`src/rtl/core_req_arbiter.sv`:
```
// Round-robin arbiter sharing one cache-core request/response port between
// NUM_REQ requesters, with one outstanding transaction and a response timeout.
module core_req_arbiter #(
   parameter int ADDR_WIDTH     = 32,
   parameter int DATA_WIDTH     = 32,
   parameter int NUM_REQ        = 2,
   parameter int TIMEOUT_CYCLES = 256,
   localparam int ID_W          = (NUM_REQ > 2) ? $clog2(NUM_REQ) : 1,
   localparam int STRB_W        = DATA_WIDTH / 8
) (
   input  logic                          clk,
   input  logic                          rst,
   input  logic [NUM_REQ-1:0]            rq_valid,
   output logic [NUM_REQ-1:0]            rq_ready,
   input  logic [NUM_REQ-1:0]            rq_we,
   input  logic [NUM_REQ*ADDR_WIDTH-1:0] rq_addr,
   input  logic [NUM_REQ*DATA_WIDTH-1:0] rq_wdata,
   input  logic [NUM_REQ*STRB_W-1:0]     rq_wstrb,
   output logic [NUM_REQ-1:0]            rs_valid,
   output logic                          rs_is_write,
   output logic [DATA_WIDTH-1:0]         rs_rdata,
   output logic [1:0]                    rs_resp,
   output logic                          core_req_valid,
   input  logic                          core_req_ready,
   output logic                          core_req_we,
   output logic [ADDR_WIDTH-1:0]         core_req_addr,
   output logic [DATA_WIDTH-1:0]         core_req_wdata,
   output logic [STRB_W-1:0]             core_req_wstrb,
   input  logic                          core_resp_valid,
   input  logic                          core_resp_is_write,
   input  logic [DATA_WIDTH-1:0]         core_resp_rdata,
   input  logic [1:0]                    core_resp_resp,
   output logic [ID_W-1:0]               grant_id,
   output logic                          err_timeout,
   output logic                          err_unexpected,
   output logic [1:0]                    dbg_state
);

   typedef enum logic [1:0] {
      IDLE      = 2'd0,
      ISSUE     = 2'd1,
      WAIT_RESP = 2'd2
   } state_t;

   localparam int CW      = ID_W + 1;
   localparam int CNT_W   = (TIMEOUT_CYCLES > 2) ? $clog2(TIMEOUT_CYCLES) : 1;
   localparam int TO_LAST = (TIMEOUT_CYCLES > 0) ? TIMEOUT_CYCLES - 1 : 0;
   localparam bit TO_EN   = (TIMEOUT_CYCLES > 0);

   state_t                state_q, state_d;
   logic [ID_W-1:0]       grant_q, grant_d;
   logic                  we_q, we_d;
   logic [ADDR_WIDTH-1:0] addr_q, addr_d;
   logic [DATA_WIDTH-1:0] wdata_q, wdata_d;
   logic [STRB_W-1:0]     wstrb_q, wstrb_d;
   logic [CNT_W-1:0]      cnt_q, cnt_d;
   logic [NUM_REQ-1:0]    rs_valid_q, rs_valid_d;
   logic                  rs_is_write_q, rs_is_write_d;
   logic [DATA_WIDTH-1:0] rs_rdata_q, rs_rdata_d;
   logic [1:0]            rs_resp_q, rs_resp_d;
   logic                  err_timeout_q, err_timeout_d;
   logic                  err_unexpected_q, err_unexpected_d;
   logic                  rs_fire;

   logic [ID_W-1:0]       win_id;
   logic                  win_found;
   logic [CW-1:0]         cand;

   // Scan from farthest to nearest so the nearest requester after the last
   // grant overwrites any earlier candidate.
   always_comb begin
      win_found = 1'b0;
      win_id    = '0;
      cand      = '0;
      for (int k = NUM_REQ; k >= 1; k--) begin
         cand = {1'b0, grant_q} + CW'(k);
         if (cand >= CW'(NUM_REQ)) begin
            cand = cand - CW'(NUM_REQ);
         end
         if (rq_valid[cand[ID_W-1:0]]) begin
            win_found = 1'b1;
            win_id    = cand[ID_W-1:0];
         end
      end
   end

   genvar gi;
   generate
      for (gi = 0; gi < NUM_REQ; gi++) begin : g_onehot
         assign rq_ready[gi]   = (state_q == IDLE) && win_found && (win_id == ID_W'(gi));
         assign rs_valid_d[gi] = rs_fire && (grant_q == ID_W'(gi));
      end
   endgenerate

   always_comb begin
      state_d          = state_q;
      grant_d          = grant_q;
      we_d             = we_q;
      addr_d           = addr_q;
      wdata_d          = wdata_q;
      wstrb_d          = wstrb_q;
      cnt_d            = cnt_q;
      rs_fire          = 1'b0;
      rs_is_write_d    = rs_is_write_q;
      rs_rdata_d       = rs_rdata_q;
      rs_resp_d        = rs_resp_q;
      err_timeout_d    = err_timeout_q;
      err_unexpected_d = err_unexpected_q;
      case (state_q)
         IDLE: begin
            if (core_resp_valid) begin
               err_unexpected_d = 1'b1;
            end
            if (win_found) begin
               grant_d = win_id;
               we_d    = rq_we[win_id];
               addr_d  = rq_addr[win_id*ADDR_WIDTH +: ADDR_WIDTH];
               wdata_d = rq_wdata[win_id*DATA_WIDTH +: DATA_WIDTH];
               wstrb_d = rq_wstrb[win_id*STRB_W +: STRB_W];
               state_d = ISSUE;
            end
         end
         ISSUE: begin
            if (core_resp_valid) begin
               err_unexpected_d = 1'b1;
            end
            if (core_req_ready) begin
               cnt_d   = '0;
               state_d = WAIT_RESP;
            end
         end
         WAIT_RESP: begin
            // A real response beats a timeout expiring in the same cycle.
            if (core_resp_valid) begin
               rs_fire       = 1'b1;
               rs_is_write_d = core_resp_is_write;
               rs_rdata_d    = core_resp_rdata;
               rs_resp_d     = core_resp_resp;
               if (core_resp_is_write != we_q) begin
                  err_unexpected_d = 1'b1;
               end
               state_d = IDLE;
            end else if (TO_EN && (cnt_q == CNT_W'(TO_LAST))) begin
               rs_fire       = 1'b1;
               rs_is_write_d = we_q;
               rs_rdata_d    = '0;
               rs_resp_d     = 2'b10;
               err_timeout_d = 1'b1;
               state_d       = IDLE;
            end else begin
               cnt_d = cnt_q + CNT_W'(1);
            end
         end
         default: state_d = IDLE;
      endcase
   end

   always_ff @(posedge clk) begin
      if (rst) begin
         state_q          <= IDLE;
         grant_q          <= ID_W'(NUM_REQ - 1);
         we_q             <= 1'b0;
         addr_q           <= '0;
         wdata_q          <= '0;
         wstrb_q          <= '0;
         cnt_q            <= '0;
         rs_valid_q       <= '0;
         rs_is_write_q    <= 1'b0;
         rs_rdata_q       <= '0;
         rs_resp_q        <= '0;
         err_timeout_q    <= 1'b0;
         err_unexpected_q <= 1'b0;
      end else begin
         state_q          <= state_d;
         grant_q          <= grant_d;
         we_q             <= we_d;
         addr_q           <= addr_d;
         wdata_q          <= wdata_d;
         wstrb_q          <= wstrb_d;
         cnt_q            <= cnt_d;
         rs_valid_q       <= rs_valid_d;
         rs_is_write_q    <= rs_is_write_d;
         rs_rdata_q       <= rs_rdata_d;
         rs_resp_q        <= rs_resp_d;
         err_timeout_q    <= err_timeout_d;
         err_unexpected_q <= err_unexpected_d;
      end
   end

   assign core_req_valid = (state_q == ISSUE);
   assign core_req_we    = we_q;
   assign core_req_addr  = addr_q;
   assign core_req_wdata = wdata_q;
   assign core_req_wstrb = wstrb_q;
   assign rs_valid       = rs_valid_q;
   assign rs_is_write    = rs_is_write_q;
   assign rs_rdata       = rs_rdata_q;
   assign rs_resp        = rs_resp_q;
   assign grant_id       = grant_q;
   assign err_timeout    = err_timeout_q;
   assign err_unexpected = err_unexpected_q;
   assign dbg_state      = state_q;

endmodule

```
`config.mk`:
```
export PLATFORM = sky130hd
export DESIGN_NAME = core_req_arbiter
export DESIGN_NICKNAME = d
export VERILOG_FILES = /design/src/rtl/core_req_arbiter.sv
export SDC_FILE = /design/constraint.sdc
export NUM_CORES = 1
export LEC_CHECK = 0
export ABC_AREA = 1
export BUFFER_PORTS_ARGS = -buffer_cell sky130_fd_sc_hd__buf_2
export CORE_MARGIN = 2
export CORE_UTILIZATION = 30
export DETAILED_ROUTE_END_ITERATION = 8
export MAX_ROUTING_LAYER = met4
export SLEW_MARGIN = 5
export SYNTH_ARGS = -nofsm -noshare
export SYNTH_HDL_FRONTEND = slang
export SYNTH_SLANG_ARGS = --single-unit
```
`constraint.sdc`:
```
create_clock -name clk -period 3.5 [get_ports clk]
set_clock_uncertainty 0.15 [all_clocks]
set_input_delay 0.525 -clock clk [delete_from_list [all_inputs] [get_ports clk]]
set_output_delay 0.525 -clock clk [all_outputs]
set_load 0.005 [all_outputs]
```
==> results of run 1 <==
## report_power, final
part	switching, mW	internal [mW]
Combinational	0.339	0.238
Clock	0.624	1.28
Sequential	0.0500	1.44
Total	1.01	2.96
## synth_stat cells
library cell / n / area [um^2]
buf_2: 15 / 75.1
a31oi_1: 1 / 6.26
nor2_2: 2 / 12.5
buf_4: 4 / 30.0
nor3_2: 2 / 20.0
nand3_1: 12 / 60.1
clkbuf_1: 13 / 48.8
o21ai_0: 2 / 10.0
buf_6: 15 / 169
a21oi_1: 112 / 561
nor3_4: 1 / 16.3
inv_4: 1 / 6.26
nand2_2: 6 / 37.5
dfxtp_1: 119 / 2380
inv_1: 14 / 52.6
inv_2: 3 / 11.3
a21oi_2: 1 / 8.76
or2_2: 1 / 6.26
nand2_1: 447 / 1680
nor2_4: 1 / 11.3
ha_1: 1 / 12.5
o211ai_1: 1 / 7.51
nor2_1: 17 / 63.8
xnor2_1: 1 / 8.76
nor3b_1: 1 / 7.51
## cell families (layout without fill, tap and decap cells)
| logic type | after synthesis | after routing | synth area share |
|---|---|---|---|
| flops | 119 | 119 | 0.449 |
| buf+inv | 65 | 349 | 0.0741 |
| xor+xnor | 1 | 1 | 0.00165 |
| fa+ha+maj | 1 | 1 | 0.00236 |
| compound gates | 117 | 117 | 0.112 |
| simple gates | 490 | 490 | 0.361 |
## final timing paths
kind,startpoint,to,slack [ns],depth (start not counted)
max reg2reg,cnt_q[0],rs_rdata[0],1.46,8
max,grant_id,rq_ready[0],1.20,6
min reg2reg,err_unexpected,err_unexpected,0.30,2
min,core_resp_rdata[19],rs_rdata[19],0.21,3
## flip-flops by register name, indices dropped and copies added (netlist names), 2 cells and up
name and cells:
core_req_addr 32, rs_valid 2, dbg_state 2, rs_resp 2, cnt_q 8, core_req_wstrb 4, rs_rdata 32, core_req_wdata 32
## metal layers
layer  part of all wire  wire length (um)
met1               0.43              7220
met2               0.48              8110
met4              0.016               261
met5                  0                 0
met3              0.069              1160
## final cells by class
class / instances / area share
Clock buffer: 20 / 0.0602
Clock inverter: 12 / 0.0268
Inverter: 18 / 0.00944
Timing Repair Buffer: 299 / 0.204
Multi-Input combinational cell: 609 / 0.341
Sequential cell: 119 / 0.321
Tap cell: 225 / 0.0379
## per-stage QoR
stage / hold slack [ns] / area [um^2] / worst slack (ns) / total power [mW] / utilization
after floorplan: 0.297 / 5300 / 1.48 / 1.87 / -
after global placement: 0.289 / 6780 / 1.37 / 2.11 / 0.392
after detailed placement: 0.291 / 6780 / 1.33 / 2.11 / 0.392
after CTS: 0.189 / 7430 / 1.15 / 4.04 / 0.429
after global routing: 0.195 / 7430 / 1.10 / 4.18 / 0.429
final: 0.210 / 7430 / 1.20 / 3.98 / 0.429
## worst max-delay path, stage by stage (launching register included)
cell	delay, ns
dfxtp_1	0.47
nand2_1	0.10
nand2_2	0.08
inv_2	0.11
buf_4	0.23
nor2_1	0.11
buf_2	0.12
==> results.json, run 1 <==
{
  "crit_type": "register to output pin",
  "die_h_um": 137,
  "ctsResizeCount": 0,
  "fmax_ghz": 0.434,
  "maxCapViolCount": 0,
  "final_cell_mix": "nand2_1 (446), buf_2 (291), dfxtp_1 (119), a21oi_1 (112)",
  "grt_use_met3": 0.0500,
  "period_minus_slack_ns": 2.30,
  "syn_avg_cell_area_um2": 6.69,
  "antennaDiodeCount": 0,
  "cts.clk_slew.worst_paths_ns": 0.05,
  "ys_seq_elements": 119,
  "clkLatencyLatePin_ns": 0.41,
  "antenna_found_initial": 0,
  "grt_usage": 0.178,
  "cp_max_fo": 22,
  "num-fill-cells": 1857,
  "drtIter0Drc": 300,
  "clk_path_buf_depth": 2,
  "routed_wl_um": 16700,
  "htree_levels": 4,
  "rsz0062_at_grt": "false",
  "vias": 5741,
  "cp-end-kind": "output pin",
  "gp_congestion": 0.874,
  "cts_buffers": 17,
  "core_area_um2": 17300,
  "dieArea_um2": 18800,
  "met1_usage": 0.212,
  "grt_pass1_vias": 5168,
  "port_buffers": 292,
  "ir_worst_vdd_mv": 0.314,
  "drc": 0,
  "layout.nets": 1244,
  "critical_path_required_ns": 2.82,
  "post-place-cells": 1270,
  "top_usage_layer": "met2",
  "hold_path.class": "input port to register",
  "drt-vias-per-instance": 4.41,
  "seq_area_um2": 2380,
  "ys_seq_area_frac": 0.449,
  "report.final.slew_viol_count": 0,
  "layout-drive-gt1-share": 0.323,
  "multi_input_area_um2": 2530,
  "grt_max_degree": 71,
  "firstDrtPassIters": 5,
  "wl_per_cell_um": 12.9,
  "rows": 48,
  "tightestPinTransition_ns": 0.724,
  "final_antenna_net_count": 0,
  "maxSlewHeadroom": 0.516,
  "initial_core_util": 0.307,
  "timing.final.crit_share": 0.658,
  "grtUsageMet2": 0.291,
  "ctsHoldBuffers": 0,
  "grt_pass1_wl_um": 25500,
  "syn_area_um2": 5300,
  "dieWidth_um": 137,
  "area_delta_synth_final_pct": 40.0,
  "grt_overflow": 0,
  "leakage_nw": 3.81,
  "synth_cell_types": 25,
  "crit_arrival_ns": 1.63,
  "cts_tree": "done",
  "syn_inst": 793,
  "p_per_area_nw_per_um2": 535,
  "hpwl_um": 12100,
  "cts-root-buf": "clkbuf_16",
  "ys.warnings.count": 0,
  "final_cells": 1302,
  "status": "complete, no violations",
  "synth_fp_nets": 973,
  "layout_commonest_cell": "nand2_1",
  "startpoint_type": "register",
  "tns_ns": 0,
  "boundaryPins": 293,
  "clkSinkCount": 119,
  "hold_viol": 0,
  "setup_violations": 0,
  "cts_setup_buffers": 0
}
Note: power is estimated with default switching activity, not from simulation.
==> run 2, diff against run 1 <==
ABC_AREA = 0   (was 1)
clock period = 2.2 ns   (was 3.5 ns; I/O delays follow)
==> run 2 against run 1 <==
Cell count down 29%. Flip-flop and latch count unchanged. Count of clock-buffer cells in the layout up 3. Register-to-register slack worse by 1.1 ns. Critical path depth down 3. Cell area down 5.8%. Sequential power up 60%. Sequential share of layout area up 2.0 points.
==> results.json, run 2 <==
{
  "status": "complete, no violations",
  "htree_levels": 4,
  "tightestPinTransition_ns": 0.481,
  "critical_path_required_ns": 1.72,
  "ys_seq_area_frac": 0.555,
  "layout-drive-gt1-share": 0.452,
  "clockPowerShare": 0.463,
  "reg2reg_from": "dbg_state[1]",
  "hold_depth": 3,
  "ys_seq_elements": 119,
  "grt_pass1_vias": 4516,
  "pwr-share-comb": 0.145,
  "vias": 4799,
  "maxSlewHeadroom": 0.680,
  "ctsResizeCount": 0,
  "timing.final.crit_share": 0.948,
  "wl_per_cell_um": 16.3,
  "holdPathEnd": "core_req_wdata[29]",
  "drt-vias-per-instance": 5.20,
  "grt_pass1_wl_um": 22300,
  "synth_ff_type": "dfxtp_1",
  "p_per_area_nw_per_um2": 870,
  "async_reset_ff_frac": 0,
  "layout.nets": 911,
  "worstPathCellList": "inv_1 > a2111oi_4 > buf_2",
  "grt_max_degree": 79,
  "rows": 43,
  "core_area_um2": 13900,
  "dieWidth_um": 124,
  "final_cells": 923,
  "rsz0062_at_grt": "false",
  "antenna_found_initial": 0,
  "initial_core_util": 0.308,
  "maxCapViolCount": 0,
  "synth_cell_types": 38,
  "ys.warnings.count": 0,
  "clk_path_buf_depth": 2,
  "total_power_mw": 6.09,
  "cts_setup_buffers": 0,
  "synthTopCellsByArea": "dfxtp_1 (56%), a222oi_1 (16%), a22o_1 (6.7%)",
  "placed_cell_area_um2": 5940,
  "clkSinkCount": 119,
  "tns_ns": 0,
  "cp_slowest_stage_delay_ns": 0.49,
  "die_h_um": 124,
  "antennaDiodeCount": 0,
  "startpoint_type": "register",
  "yosysMostFrequentCell": "dfxtp_1",
  "rrSetupSlack_ns": 0.32,
  "boundaryPins": 293,
  "worstHoldStart": "rq_wdata[61]",
  "setup_violations": 0,
  "crit_type": "register to output pin",
  "syn_avg_cell_area_um2": 10.5,
  "routed_wl_um": 15000,
  "ctsHoldBuffers": 45,
  "yosysTopAreaCellShare": 0.555,
  "synthTopCellsByCount": "dfxtp_1 (119), nor2_1 (75), a222oi_1 (69)",
  "r2r_cells": 3,
  "synth_top_area_cell": "dfxtp_1",
  "port_buffers": 292,
  "final_cell_mix": "buf_2 (292), dfxtp_1 (119), nor2_1 (75), a222oi_1 (69), dlygate4sd3_1 (45)",
  "grt_usage": 0.193,
  "cts-root-buf": "clkbuf_16",
  "grt_overflow": 0,
  "cp_slowest_cell": "a2111oi_4",
  "hold_path.class": "input port to register",
  "report.final.slew_viol_count": 0,
  "crit_arrival_ns": 1.61,
  "dieArea_um2": 15300,
  "p_switching_mw": 1.44,
  "post-place-cells": 847,
  "syn_area_um2": 4290,
  "synth_fp_nets": 589,
  "ir_worst_vdd_mv": 0.479,
  "area_delta_synth_final_pct": 63.0,
  "reg2reg_to": "cnt_q[7]",
  "period_minus_slack_ns": 2.09,
  "p_sw_frac": 0.237,
  "drtIter0Drc": 525,
  "synth_edf_count": 0,
  "syn_inst": 409,
  "fmax_ghz": 0.480,
  "clkLatencyLatePin_ns": 0.40,
  "final_antenna_net_count": 0,
  "cts_buffers": 17,
  "layout_commonest_cell": "buf_2",
  "internal_power_mw": 4.64,
  "cts.clk_slew.worst_paths_ns": 0.05,
  "leakage_nw": 3.35,
  "firstDrtPassIters": 7,
  "cp_max_fo": 5,
  "power_frac_seq": 0.392,
  "hold_viol": 0,
  "cts_tree": "done",
  "hpwl_um": 10200,
  "cp-end-kind": "output pin",
  "drc": 0,
  "gp_congestion": 0.875,
  "post-route-cell-area_um2": 6990
}
## run 2: worst max path at each step
stage                          from  slack, ns                 to  depth (start not counted)
global route               grant_id       0.01        rq_ready[0]                          3
CTS                        grant_id       0.09        rq_ready[0]                          3
detailed placement      rq_valid[1]       0.35  core_req_wstrb[3]                          5
finish                     grant_id       0.11        rq_ready[0]                          3
floorplan           core_resp_valid       0.48           cnt_q[7]                          4
global placement       dbg_state[1]       0.36           cnt_q[7]                          3
## run 2: power groups by stage
stage,clock (mW),sequential [mW],combinational (mW)
floorplan,0,2.42,0.395
global placement,0,2.42,0.795
detailed placement,0,2.42,0.819
CTS,2.88,2.38,0.885
global route,2.99,2.40,0.968
finish,2.82,2.39,0.881
## run 2: through the flow
step / hold slack (ns) / utilization / setup WS, ns
3_5_place_dp: 0.300 / 0.426 / 0.348
5_1_grt: 0.00620 / 0.502 / 0.0146
4_1_cts: 0.000111 / 0.502 / 0.0860
6_report: 0.0195 / 0.502 / 0.115
3_3_place_gp: 0.294 / 0.426 / 0.363
2_1_floorplan: 0.310 / - / 0.476
## run 2: per-layer routing
layer  vias to the layer above  GRT usage  wire (um)
met5                         -          -          0
met4                         0     0.0724        287
met3                        23     0.0495        946
met2                       222      0.317       7600
met1                      2284      0.227       6190
li1                       2270          -          -
## run 2: cell families (layout without fill, tap and decap cells)
logic type      after synthesis  in the layout  share of synthesized area
compound gates              131            131                      0.275
xor+xnor                      1              1                    0.00204
fa+ha+maj                     1              1                    0.00291
buf+inv                      45            379                     0.0434
flops                       119            119                      0.555
mux                           1              1                    0.00233
simple gates                111            111                      0.119
## run 2: final cells by class
class / count / area, um^2
clock buffer: 23 / 488
tap: 180 / 225
clock inverter: 8 / 120
fill: 1285 / 6940
sequential: 119 / 2380
multi-input combinational: 245 / 1750
timing repair buffer: 345 / 2020
inverter: 3 / 11.3
## run 2: worst max-delay path, delay by kind of cell, from the launching register on
family	cells	cell delay, ns
AOI/OAI and AO/OA	1	0.49
buffers and inverters	2	0.33
DFF	1	0.40
==> run 3, diff against run 2 <==
CTS_BUF_LIST = sky130_fd_sc_hd__clkbuf_2   (was unset)
MAX_ROUTING_LAYER = unset   (was met4)
==> run 3 against run 2 <==
The flow now stops in clock tree synthesis (4_1_cts). Area after synthesis is the same. Synthesized cell count did not move.
==> results.json, run 3 <==
{
  "synth_edf_count": 0,
  "async_reset_ff_frac": 0,
  "clkSinkCount": 119,
  "die_h_um": 124,
  "clk_path_buf_depth": 2,
  "ys_seq_elements": 119,
  "ys.warnings.count": 0,
  "gp_congestion": 0.861,
  "ctsResizeCount": 8,
  "port_buffers": 292,
  "error": "[ERROR RSZ-0060] Max buffer count reached.",
  "cts_setup_buffers": 3,
  "ys_seq_area_frac": 0.555,
  "htree_levels": 4,
  "synth_ff_type": "dfxtp_1",
  "synth_cell_types": 38,
  "syn_inst": 409,
  "status": "did not finish",
  "syn_area_um2": 4290,
  "synth_fp_nets": 589,
  "boundaryPins": 293,
  "yosysMostFrequentCell": "dfxtp_1",
  "hpwl_um": 10200,
  "ctsHoldBuffers": 177,
  "dieWidth_um": 124,
  "lastStage": "clock tree synthesis (4_1_cts)",
  "initial_core_util": 0.308,
  "cts-root-buf": "clkbuf_2",
  "syn_avg_cell_area_um2": 10.5,
  "synthTopCellsByArea": "dfxtp_1 (56%), a222oi_1 (16%), a22o_1 (6.7%)",
  "cts_buffers": 17,
  "rows": 43,
  "yosysTopAreaCellShare": 0.555,
  "synth_top_area_cell": "dfxtp_1",
  "synthTopCellsByCount": "dfxtp_1 (119), nor2_1 (75), a222oi_1 (69)"
}
-- run 3: cell counts after synthesis --
Identical to the previous run, type by type.
-- run 3: logic make-up after synthesis --
family | count (synthesis) | synth area share
compound gates | 131 | 0.275
xor+xnor | 1 | 0.00204
fa+ha+maj | 1 | 0.00291
buf+inv | 45 | 0.0434
flops | 119 | 0.555
mux | 1 | 0.00233
simple gates | 111 | 0.119
-- run 3: metrics by stage --
stage                     instances   util  instance area, um^2  worst slack [ns]
after detailed placement        847  0.426                 5940             0.348
after global placement          847  0.426                 5940             0.363
after floorplan                 409      -                 4290             0.476
==> run 4, diff against run 3 <==
CORE_UTILIZATION = 20   (was 30)
CTS_BUF_LIST = unset   (was sky130_fd_sc_hd__clkbuf_2)
PLACE_DENSITY_LB_ADDON = 0.15   (was unset)
==> run 4 against run 3 <==
The run now ends clean.
==> results.json, run 4 (synthesis gave the netlist of run 2 again) <==
{
  "boundaryPins": 293,
  "grt_max_degree": 72,
  "wl_met3_um": 1000,
  "gp_congestion": 0.812,
  "vias": 4961,
  "critical_path_required_ns": 1.72,
  "tightestPinTransition_ns": 0.710,
  "maxCapViolCount": 0,
  "antenna_found_initial": 1,
  "final_cell_mix": "buf_2 (291), dfxtp_1 (118), nor2_1 (75), dlygate4sd3_1 (73), a222oi_1 (69)",
  "worstPathCellList": "inv_1 > a2111oi_4 > buf_12 > buf_2",
  "wl_met1_um": 6960,
  "startpoint_type": "register",
  "multi_input_area_um2": 1750,
  "cp_slowest_cell": "dfxtp_2",
  "maxSlewHeadroom": 0.527,
  "seq_area_um2": 2380,
  "cp_max_fo": 11,
  "period_minus_slack_ns": 2.09,
  "htree_levels": 4,
  "reg2reg_from": "grant_id",
  "worstHoldStart": "rq_addr[40]",
  "drtIter0Drc": 407,
  "die_h_um": 150,
  "grt_usage": 0.148,
  "cts_tree": "done",
  "wl_met2_um": 8870,
  "layout.nets": 947,
  "crit_type": "register to output pin",
  "wl_per_cell_um": 16.3,
  "clk_path_buf_depth": 2,
  "routed_wl_um": 17200,
  "setup_violations": 0,
  "tns_ns": 0,
  "dieWidth_um": 150,
  "cp-end-kind": "output pin",
  "clkSinkCount": 119,
  "grt_pass1_wl_um": 25800,
  "cp_slowest_stage_delay_ns": 0.39,
  "cts.clk_slew.worst_paths_ns": 0.06,
  "grt_overflow": 0,
  "layout_commonest_cell": "buf_2",
  "core_area_um2": 21000,
  "timing.final.crit_share": 0.952,
  "initial_core_util": 0.204,
  "fmax_ghz": 0.478,
  "clkLatencyLatePin_ns": 0.42,
  "rsz0062_at_grt": "false",
  "drt-vias-per-instance": 4.69,
  "hpwl_um": 11500,
  "cp_num_buf_inv": 3,
  "crit_arrival_ns": 1.61,
  "layout-drive-gt1-share": 0.445,
  "drc": 0,
  "final_util": 0.357,
  "status": "complete, no violations",
  "rows": 53,
  "cts-root-buf": "clkbuf_16",
  "p_per_area_nw_per_um2": 821,
  "dieArea_um2": 22600,
  "grt_pass1_vias": 4931,
  "report.final.slew_viol_count": 0,
  "ir_worst_vdd_mv": 0.396,
  "port_buffers": 292,
  "firstDrtPassIters": 5,
  "area_delta_synth_final_pct": 74.7,
  "hold_path.class": "input port to register",
  "cts_buffers": 17,
  "num-fill-cells": 2157,
  "hold_viol": 0,
  "leakage_nw": 3.50,
  "maxUsedRoutingLayer": "met4",
  "final_antenna_net_count": 0,
  "setup.worst_path.start": "grant_id",
  "crit_family": "buffers and inverters"
}
==> run 4: through the flow <==
stage               hold WS, ns  power (mW)  area, um^2  std cells  setup slack [ns]
floorplan                 0.310        2.82        4290        409             0.476
global placement          0.302        3.27        6090        946             0.301
detailed placement        0.302        3.28        6090        946             0.296
CTS                    0.000440        6.25        7480       1054            0.0179
global route            0.00997        6.46        7490       1054            0.0284
finish                   0.0109        6.15        7500       1057             0.106
==> run 4: power breakdown <==
group          total, mW  internal [mW]  switching [mW]  leakage, nW
registers           2.38           2.30          0.0862        0.972
clock network       2.78           1.70            1.08        0.272
logic              0.990          0.535           0.455         2.26
total               6.15           4.54            1.62         3.50
==> run 4: worst reg2reg max path: cells and delay by family (launching register included) <==
family	cells	cell delay [ns]
and+or+nand+nor	1	0.11
DFF	1	0.39
buffers and inverters	4	0.71
AOI/OAI and AO/OA	2	0.57
==> run 4: routing by layer <==
| layer | vias up | global-route usage |
|---|---|---|
| met1 | 2371 | 0.174 |
| met4 | 0 | 0.0618 |
| met5 | - | 0 |
| met3 | 24 | 0.0348 |
| li1 | 2357 | - |
| met2 | 209 | 0.256 |
==> run 4: layout make-up <==
class                      instances  area share
antenna                            3     0.00100
clock buffer                      18      0.0586
clock inverter                    13      0.0195
inverter                           3     0.00150
multi-input combinational        245       0.233
sequential                       119       0.318
tap                              275      0.0459
timing repair buffer             381       0.322
==> run 4: worst paths after layout <==
kind	slack [ns]	endpoint	cells after the start
max reg2reg	0.20	core_req_wdata[14]	7
min	0.01	core_req_addr[8]	3
max	0.11	rq_ready[0]	4
min reg2reg	0.32	rs_rdata[23]	1
==> run 4: repair_timing <==
item,in CTS,in global routing
cloned,2,0
buffers inserted,2,0
resized for setup,1,1
endpoints found under the setup margin,1,4
pin swaps,1,1
hold buffers,73,0
hold endpoints to repair,73,0
